--- src/rtl/demux_pkg.sv ---
// Shared definitions for the 1-to-4 stream demultiplexer.
//   CH_NUM     : number of output channels
//   SEL_W      : width of the per-beat channel select
//   DEF_DATA_W : default payload width
//   DEF_CNT_W  : default per-channel beat counter width
//   ch_lsb()   : lsb position of channel k inside a flattened k*w bus
package demux_pkg;

  localparam int CH_NUM     = 4;
  localparam int SEL_W      = 2;
  localparam int DEF_DATA_W = 8;
  localparam int DEF_CNT_W  = 8;

  function automatic int ch_lsb(input int k, input int w);
    return k * w;
  endfunction

endpackage

--- src/rtl/stream_slot.sv ---
// One-entry register slice for a single demux output channel.
// Ports:
//   clk, rst_n : clock, asynchronous active-low reset
//   fill       : load in_data into the slot on this edge
//   in_data    : payload to load
//   out_ready  : downstream consumer accepts the held beat
//   out_valid  : slot holds a beat (FULL)
//   out_data   : held payload; keeps its last value after draining
module stream_slot #(
  parameter int DATA_W = 8
) (
  input  logic              clk,
  input  logic              rst_n,
  input  logic              fill,
  input  logic [DATA_W-1:0] in_data,
  input  logic              out_ready,
  output logic              out_valid,
  output logic [DATA_W-1:0] out_data
);

  logic              vld_p1;
  logic [DATA_W-1:0] data_p1;
  logic              drain;

  assign drain = vld_p1 && out_ready;

  // Stage p1: slot register. Fill wins over drain, so a drain+fill in the
  // same cycle keeps the slot FULL with the new beat and no bubble.
  always_ff @(posedge clk or negedge rst_n) begin
    if (!rst_n) begin
      vld_p1  <= 1'b0;
      data_p1 <= '0;
    end else if (fill) begin
      vld_p1  <= 1'b1;
      data_p1 <= in_data;
    end else if (drain) begin
      vld_p1  <= 1'b0;
    end
  end

  assign out_valid = vld_p1;
  assign out_data  = data_p1;

endmodule

--- src/rtl/stream_demux_1x4.sv ---
// Registered 1-to-4 stream demultiplexer with valid/ready on every port.
// Each accepted beat is routed to the one-entry slot of the channel named by
// in_sel, and a saturating accepted-beat count is kept per channel.
// Ports:
//   clk, rst_n : clock, asynchronous active-low reset
//   in_valid   : upstream beat present
//   in_ready   : beat accepted this cycle (combinational from in_sel/out_ready)
//   in_sel     : destination channel 0..3
//   in_data    : payload
//   out_valid  : bit k set when channel k slot is FULL
//   out_ready  : bit k set when channel k consumer accepts
//   out_data   : channel k payload in bits [k*DATA_W +: DATA_W]
//   cnt_clr    : synchronous clear of all counters (beats up to 1 per edge)
//   cnt        : channel k count in bits [k*CNT_W +: CNT_W]
module stream_demux_1x4
  import demux_pkg::*;
#(
  parameter int DATA_W = DEF_DATA_W,
  parameter int CNT_W  = DEF_CNT_W
) (
  input  logic                     clk,
  input  logic                     rst_n,
  input  logic                     in_valid,
  output logic                     in_ready,
  input  logic [SEL_W-1:0]         in_sel,
  input  logic [DATA_W-1:0]        in_data,
  output logic [CH_NUM-1:0]        out_valid,
  input  logic [CH_NUM-1:0]        out_ready,
  output logic [CH_NUM*DATA_W-1:0] out_data,
  input  logic                     cnt_clr,
  output logic [CH_NUM*CNT_W-1:0]  cnt
);

  logic [CH_NUM-1:0] fill;
  logic [CNT_W-1:0]  cnt_p1 [CH_NUM];

  function automatic logic [CNT_W-1:0] sat_inc(input logic [CNT_W-1:0] c);
    return (c == {CNT_W{1'b1}}) ? c : c + CNT_W'(1);
  endfunction

  // Only the selected channel gates acceptance, so a stalled channel never
  // blocks beats headed elsewhere. Independent of in_valid by design.
  assign in_ready = !out_valid[in_sel] || out_ready[in_sel];

  for (genvar k = 0; k < CH_NUM; k++) begin : g_ch
    assign fill[k] = in_valid && in_ready && (in_sel == SEL_W'(k));

    stream_slot #(.DATA_W(DATA_W)) u_slot (
      .clk      (clk),
      .rst_n    (rst_n),
      .fill     (fill[k]),
      .in_data  (in_data),
      .out_ready(out_ready[k]),
      .out_valid(out_valid[k]),
      .out_data (out_data[ch_lsb(k, DATA_W) +: DATA_W])
    );

    // Stage p1: per-channel counter; clear beats a same-cycle increment.
    always_ff @(posedge clk or negedge rst_n) begin
      if (!rst_n) begin
        cnt_p1[k] <= '0;
      end else if (cnt_clr) begin
        cnt_p1[k] <= '0;
      end else if (fill[k]) begin
        cnt_p1[k] <= sat_inc(cnt_p1[k]);
      end
    end

    assign cnt[ch_lsb(k, CNT_W) +: CNT_W] = cnt_p1[k];
  end

endmodule

--- config.mk ---
export PLATFORM = sky130hd
export DESIGN_NAME = stream_demux_1x4
export DESIGN_NICKNAME = d
export VERILOG_FILES = /design/src/rtl/demux_pkg.sv /design/src/rtl/stream_slot.sv /design/src/rtl/stream_demux_1x4.sv
export SDC_FILE = /design/constraint.sdc
export NUM_CORES = 1
export LEC_CHECK = 0
export ABC_AREA = 1
export BUFFER_PORTS_ARGS = -buffer_cell sky130_fd_sc_hd__clkbuf_2
export CAP_MARGIN = 30
export CORE_MARGIN = 3
export CORE_UTILIZATION = 49
export CTS_CLUSTER_SIZE = 20
export DETAILED_ROUTE_END_ITERATION = 12
export PLACE_DENSITY_LB_ADDON = 0.1
export REMOVE_ABC_BUFFERS = 1
export SLEW_MARGIN = 20
export SYNTH_ARGS = -nofsm -noshare
export SYNTH_HDL_FRONTEND = slang
export SYNTH_SLANG_ARGS = --single-unit
--- constraint.sdc ---
create_clock -name clk -period 1.4 [get_ports clk]
set_input_delay 0 -clock clk [delete_from_list [all_inputs] [get_ports clk]]
set_output_delay 0 -clock clk [all_outputs]
set_load 0.005 [all_outputs]
==> run metrics <==
status finished with violations; failing checks negative setup slack; row count 31; most frequent cells in the layout nand2_1 (89), clkbuf_2 (85), dfrtp_1 (66), nand3_1 (64), inv_1 (41); Finished Cell Area 5440 µm²; Initial Utilization 51.5%; critical path endpoint category register; synth unique cells 30; Area growth, synth to finish 43.2%; vias in the first global route 3138; worst-skew pair later-pin latency 340 ps; synth warn 0; endpoints failing hold 0; WL final 10000 µm; drt pass-1 iters 5; synth top area cells dfrtp_1 (45%), nand2_1 (12%), nand3_1 (11%), o21ai_2 (5.8%), inv_1 (4.1%); worst path arrival time 1670 ps; period utilization 102%; pin count of the biggest net entering global routing 69; clk_skew 7.62 ps; worst hold-check path type in2reg; first-pass GRT wire length 14900 µm; via count 3644; RSZ-0062 raised after global routing true; Required @ worst endpoint 1630 ps; CTS HTree Levels 3; final setup vio count 6; worst-path maximum fanout 8; Final GP Congestion 0.802; layout cell share with drive strength beyond 1 44.3%; Final HPWL DP 6060 µm; area post-placement 4530 µm²; Die H 94.0 µm; critical-path cell list ha_4, nand3_4, nor4_4, nand2_4, nand3_1, nand2_1; GRT Overall Usage 21.4%; Inserted Diodes 0; post-synth top area cell dfrtp_1; pre-CTS setup slack -43.1 ps; sequential-to-total area share from yosys stat 44.8%; Mapped Cells 462; hold slack 185 ps; DR iter-0 viols 128; leading cell type in the layout, fill and taps excluded nand2_1; cell area after synthesis 3800 µm²; max_cap viols 0; CP max stage cell dfrtp_1; # port buffers 86; GRT overflow 0; Slew headroom 69.7%; Critical Path Start Type register; Worst-path clk slew 70 ps; Chip Width 94.0 µm; Leak Pwr 0.00272 µW; wire length per cell 14.3 µm; CTS Sinks 68; Die ar. 8840 µm²; Max stage delay on crit path 400 ps; Mean Syn Cell Area 8.22 µm²; peak supply drop 597 µV; Worst-Margin Slew 454 ps; initial antenna violation count 0; Final Max Tran Viols 0; Layout Nets 618; Core Area 7370 µm²; I/O Pins 87; CTS Buf Count 9; Tmin final 1430 ps; Fillers 558; CP Class reg2reg; maximum clock insertion buffer count 2; final setup TNS -89.8 ps; # DRC 0; Non-Filler Instances 699; Vias/cell 5.21; clk root buf clkbuf_8; post-route ant nets 0; dpl cells 663; fmax 698 MHz; Pwr Density 1080 nW/µm²; share of the synthesized area in the top cell type 44.8%; CTS tree built; Worst Slack Setup Final -32.3 ps; flops & latches, synth 68
==> stage by stage <==
| step | utilization, % | power, µW |
|---|---|---|
| after floorplan | - | 2900 |
| after global placement | 61.5 | 3440 |
| after detailed placement | 61.5 | 3470 |
| after CTS | 67.5 | 5720 |
| after global routing | 73.8 | 6160 |
| final | 73.8 | 5870 |
==> registers in the layout, indices dropped and copies added (netlist names) <==
name                   count
cnt                       32
g_ch.u_slot.out_data      32
g_ch.u_slot.out_valid      4
==> path summary, 6_finish.rpt <==
check,start,to,slack (ps),cells past startpoint
hold reg to reg,g_ch[2].u_slot.out_data[3],g_ch[2].u_slot.out_data[3],490,2
max in group asynchronous,rst_n,cnt[13],860,3
min in group asynchronous,rst_n,g_ch[1].u_slot.out_data[6],200,3
setup reg to reg,cnt[9],cnt[12],-30,6
setup / recovery,cnt[9],cnt[12],-30,6
hold / removal,cnt_clr,cnt[2],180,5
==> cell usage after synthesis, drive strengths merged <==
master and instances:
dfrtp 68, xor2 2, o21ai 37, inv 43
clkbuf 6, nand3 89, nand2 131, a21oi 4
ha 4, nor3b 4, nor2 41, nand4 7
xnor2 4, buf 14, nor4 1, nor3 7
==> worst max-delay path, delay by kind of cell, from the launching register on <==
kind,cells,cell delay [ps]
adder cells (fa/ha/maj),1,180
flip-flops,1,400
AND/OR/NAND/NOR,5,740
==> cells by family (layout without fill, tap and decap cells) <==
| logic type | after synthesis | count (layout) | synth area share [%] |
|---|---|---|---|
| and+or+nand+nor | 280 | 281 | 36.0 |
| DFF | 68 | 68 | 44.8 |
| buffers and inverters | 63 | 200 | 8.64 |
| AOI/OAI and AO/OA | 41 | 41 | 7.88 |
| xor gates and xnor gates | 6 | 6 | 1.38 |
| adders and majority gates | 4 | 4 | 1.32 |
==> area by class of cell <==
class                           instances  area [µm²]  area share (%)
Clock inverter                          4         120            2.21
Timing Repair Buffer                  142        1020            18.8
Tap cell                               99         124            2.28
Clock buffer                           11         151            2.79
Inverter                               43         161            2.97
Sequential cell                        68        1700            31.4
Multi-Input combinational cell        332        2150            39.6
==> per-layer routing <==
layer	up-vias	GRT usage (%)	wire [µm]
met5	-	0	0
met4	0	6.14	97
met3	10	4.33	484
met2	100	33.2	4950
met1	1756	30.3	4500
li1	1778	-	-
==> power breakdown <==
group	internal (µW)	switching [µW]	total (µW)
logic	603	643	1250
clock network	1450	760	2210
registers	2210	205	2410
total	4260	1610	5870
==> timing repair <==
action                                  4_1_cts  5_1_grt
gates resized for setup                       8       87
gates cloned                                  0        4
endpoints found under the setup margin       32       67
hold buffers                                 13        0
hold endpoints to repair                     96        0
pin swaps                                     5       17
setup buffers                                 0        4
Power figures use the tool's default switching activity.
